$ cat config.mk
export PLATFORM = sky130hd
export DESIGN_NAME = stream_mux_n
export DESIGN_NICKNAME = d
export VERILOG_FILES = /design/src/rtl/stream_mux_n.sv
export SDC_FILE = /design/constraint.sdc
export NUM_CORES = 1
export LEC_CHECK = 0
export ABC_AREA = 1
export BUFFER_PORTS_ARGS = -buffer_cell sky130_fd_sc_hd__buf_4
export CAP_MARGIN = 20
export CORE_AREA = 4 4 125 127
export DETAILED_ROUTE_END_ITERATION = 10
export DIE_AREA = 0 0 129 131
export GPL_TIMING_DRIVEN = 1
export PLACE_DENSITY = 0.75
export RECOVER_POWER = 100
export REMOVE_ABC_BUFFERS = 1
export SLEW_MARGIN = 20
export SYNTH_ARGS = -nofsm -noshare
export SYNTH_HDL_FRONTEND = slang
export SYNTH_SLANG_ARGS = --single-unit
export TNS_END_PERCENT = 30
$ cat constraint.sdc
create_clock -name clk -period 1.8 [get_ports clk]
set_input_delay 0.18 -clock clk [delete_from_list [all_inputs] [get_ports clk]]
set_output_delay 0.18 -clock clk [all_outputs]
set_load 0.005 [all_outputs]
$ cat src/rtl/stream_mux_n.sv
// ============================================================================
// stream_mux_n: N-input registered stream mux, external select or round-robin.
// Revision: 1.0
// ============================================================================
`default_nettype none

module stream_mux_n #(
  parameter int WIDTH = 32,
  parameter int N     = 8,
  parameter int SELW  = 3,
  parameter int MODE  = 0
) (
  input  logic                 clk,
  input  logic                 rst,
  input  logic [SELW-1:0]      sel,
  input  logic [N*WIDTH-1:0]   in_data,
  input  logic [N-1:0]         in_valid,
  output logic [N-1:0]         in_ready,
  output logic [WIDTH-1:0]     out_data,
  output logic [SELW-1:0]      out_src,
  output logic                 out_valid,
  input  logic                 out_ready
);

  localparam logic [SELW:0]   C_N    = (SELW+1)'(N);
  localparam logic [SELW-1:0] C_LAST = SELW'(N - 1);

  logic [WIDTH-1:0] w_chan [N];
  logic [SELW-1:0]  w_grant;
  logic             w_granted;
  logic             w_load;
  logic             w_xfer;

  logic [WIDTH-1:0] r_data;
  logic [SELW-1:0]  r_src;
  logic             r_valid;

  for (genvar i = 0; i < N; i++) begin : g_chan
    assign w_chan[i] = in_data[i*WIDTH +: WIDTH];
  end

  if (MODE == 0) begin : g_ext
    assign w_grant   = sel;
    assign w_granted = ({1'b0, sel} < C_N);
  end else begin : g_rr
    logic [SELW-1:0] r_ptr;
    logic [SELW-1:0] w_rr;
    logic            w_found;
    logic            w_unused_sel;

    assign w_unused_sel = ^sel;

    // Scan starts at r_ptr and wraps, so the channel after the last winner has priority.
    always_comb begin
      int idx;
      idx     = 0;
      w_found = 1'b0;
      w_rr    = '0;
      for (int k = 0; k < N; k++) begin
        idx = int'(r_ptr) + k;
        if (idx >= N) idx = idx - N;
        if (!w_found && in_valid[idx[SELW-1:0]]) begin
          w_found = 1'b1;
          w_rr    = idx[SELW-1:0];
        end
      end
    end

    assign w_grant   = w_rr;
    assign w_granted = w_found;

    always_ff @(posedge clk) begin
      if (rst) begin
        r_ptr <= '0;
      end else if (w_xfer) begin
        r_ptr <= (w_grant == C_LAST) ? '0 : w_grant + 1'b1;
      end
    end
  end

  assign w_load = ~r_valid | out_ready;
  assign w_xfer = w_load & w_granted & ~rst & in_valid[w_grant];

  always_comb begin
    in_ready = '0;
    if (w_load && w_granted && !rst) in_ready[w_grant] = 1'b1;
  end

  // Load with no transfer empties the register but keeps the last data/src visible.
  always_ff @(posedge clk) begin
    if (rst) begin
      r_data  <= '0;
      r_src   <= '0;
      r_valid <= 1'b0;
    end else if (w_load) begin
      if (w_xfer) begin
        r_data  <= w_chan[w_grant];
        r_src   <= w_grant;
        r_valid <= 1'b1;
      end else begin
        r_valid <= 1'b0;
      end
    end
  end

  assign out_data  = r_data;
  assign out_src   = r_src;
  assign out_valid = r_valid;

endmodule

`default_nettype wire

==> results.sh <==
export IMPL_cp_slowest_cell="buf_12"
export IMPL_status="finished, final reports clean"
export IMPL_grt_usage_pct=20.4
export IMPL_cts_resized_gates=0
export IMPL_layout_drive_gt1_share_pct=24.6
export IMPL_clkSlewWorstSetupHoldPaths_ns=0.05
export IMPL_cp_startpoint="sel[0]"
export IMPL_antenna_found_initial=0
export IMPL_yosys_top_cells_area="nand2_1 (30%), inv_1 (22%), nand3_1 (18%), dfxtp_1 (15%), nor2_1 (8.6%)"
export IMPL_drc=0
export IMPL_power_total_uw=3250
export IMPL_ys_ff_latch=36
export IMPL_finalCriticalPeriod_ns=1.66
export IMPL_netlist_instances=1017
export IMPL_max_freq_mhz=603
export IMPL_dp_hpwl_mm=14.3
export IMPL_portBuffers=313
export IMPL_yosysSeqAreaShare_pct=15.4
export IMPL_setup_viol=0
export IMPL_htree_levels=2
export IMPL_fin_util_pct=50.4
export IMPL_crit_type="in -> out"
export IMPL_wl_per_cell_um=12.5
export IMPL_grt_overflow_total=0
export IMPL_postRouteAntennaNets=0
export IMPL_wl_mm=18.6
export IMPL_slowest_delay_ns=0.35
export IMPL_power_density_nw_per_um2=446
export IMPL_grt_pass1_vias=5849
export IMPL_area_growth_pct=55.1
export IMPL_maxSlewViolCount=0
export IMPL_crit_fanout=79
export IMPL_fin_area_um2=7280
export IMPL_startpoint_type="input port"
export IMPL_hold_class="in -> reg"
export IMPL_dieArea_um2=16900
export IMPL_syn_area_um2=4690
export IMPL_min_delay_start="rst"
export IMPL_r2r_cells=5
export IMPL_crit_cells=5
export IMPL_drtIter0Drc=288
export IMPL_crit_family="buffers and inverters"
export IMPL_hold_depth=2
export IMPL_grt_max_degree=80
export IMPL_clock_sinks=36
export IMPL_initial_core_util_pct=32.5
export IMPL_num_rows=44
export IMPL_avgSynthCellArea_um2=4.61
export IMPL_finClkSkew_ns=0.00290
export IMPL_synth_distinct_cells=14
export IMPL_worst_pin_slew_ns=0.529
export IMPL_grt_pass1_wl_mm=27.9
export IMPL_dr_total_vias=6432
export IMPL_worstPathRequired_ns=1.62
export IMPL_tritoncts="done"
export IMPL_post_route_period_util_pct=92.2
export IMPL_cts_setup_buffers=0
export IMPL_cts_inserted_buffers=5
export IMPL_cp_cell_sequence="clkbuf_1 > buf_12 > nand2_1 > nor2_2 > buf_4"
export IMPL_dr_pass1_iters=4
export IMPL_r2r_start="out_valid$_SDFFE_PP0P_"
export IMPL_root_buffer="clkbuf_16"
export IMPL_io_pins=314
export IMPL_peakVddDrop_uv=282
export IMPL_end_kind="output port"
export IMPL_final_cell_mix="nand2_1 (373), buf_4 (282), inv_1 (272)"
export IMPL_regArea_um2=721
export IMPL_p_leak_uw=0.00481
export IMPL_clkLatencyLatePin_ns=0.28
export IMPL_worstPathArrival_ns=1.48
export IMPL_ys_warn_count=0
export IMPL_die_x_um=129
export IMPL_diodes=0
export IMPL_fp_dieH_um=131
export IMPL_maxSlewHeadroom_pct=64.7
export IMPL_fill_cells=1563
export IMPL_cts_hold_buf=0
export IMPL_drt_vias_per_instance=4.33
export IMPL_worst_path_buf_inv=3
export IMPL_yosysTopAreaCell="nand2_1"
export IMPL_core_um2=14400
export IMPL_place_area_um2=7220
export IMPL_hold_violations=0
export IMPL_cap_viol_max_count=0
export IMPL_rsz0062_at_grt="false"
export IMPL_cts_max_path_buffers=2
export IMPL_multiInputGateArea_um2=2700
export IMPL_layout_nets=1570
export IMPL_gp_congestion=0.883
export IMPL_synth_top_area_share_pct=29.8
export IMPL_final_common_cell="nand2_1"
final timing paths:
kind | slack [ns] | endpoint
worst min register to register | 0.48 | out_data[23]$_SDFFE_PP0P_
worst max register to register | 0.49 | out_data[1]$_SDFFE_PP0P_
worst max-delay path | 0.14 | in_ready[7]
worst min-delay path | 0.07 | out_valid$_SDFFE_PP0P_
worst register-to-register path: stages, from the launching register on:
cell and delay, ns:
dfxtp_1 0.30, nand2_1 0.08, nand2_1 0.17, nor2_8 0.49, nor2_1 0.08, nor2_1 0.13
cell type report:
| type | count | area share [%] |
|---|---|---|
| Multi-Input combinational cell | 652 | 37.1 |
| Clock buffer | 8 | 2.01 |
| Timing Repair Buffer | 329 | 33.5 |
| Sequential cell | 36 | 9.91 |
| Tap cell | 184 | 3.16 |
| Inverter | 276 | 14.3 |
cell families after synthesis:
family                 synth area share, %
buffers and inverters                 27.5
DFF                                   15.4
and+or+nand+nor                       56.8
AOI/OAI and AO/OA                    0.320
sequential cells by signal, summed over array words and instances, names as in the netlist:
name / cells
out_data: 32
out_src: 3
out_valid: 1
through the flow:
step                      setup slack (ns)  std cells  TNS, ns  hold WS (ns)
after detailed placement             0.181       1477        0         0.357
after global routing                0.0278       1485        0        0.0717
after global placement               0.211       1477        0         0.359
after floorplan                     -0.667        964   -22.24         0.249
after CTS                           0.0617       1485        0        0.0647
final                                0.140       1485        0        0.0714
synth_stat cells:
master	count
nand2_1	373
inv_1	272
nand3_1	165
nor2_1	107
dfxtp_1	36
buf_2	34
clkbuf_1	11
buf_1	5
inv_2	4
buf_4	3
nor2_2	3
o21ai_1	2
a21oi_1	1
nor2_8	1
routing by layer:
layer  part of all wire [%]  up-vias  wire (um)  global-route usage (%)
met1                     41     2706       7710                    24.5
met3                    7.9       34       1460                    4.47
li1                       -     3463          -                       -
met4                    2.5        0        473                    6.05
met2                     48      229       8950                    36.4
met5                      0        -          0                       0
power by group:
group / switching [uW] / internal [uW]
clock network: 328 / 552
logic: 727 / 725
registers: 39.7 / 875
total: 1090 / 2150
Power figures use the tool's default switching activity.
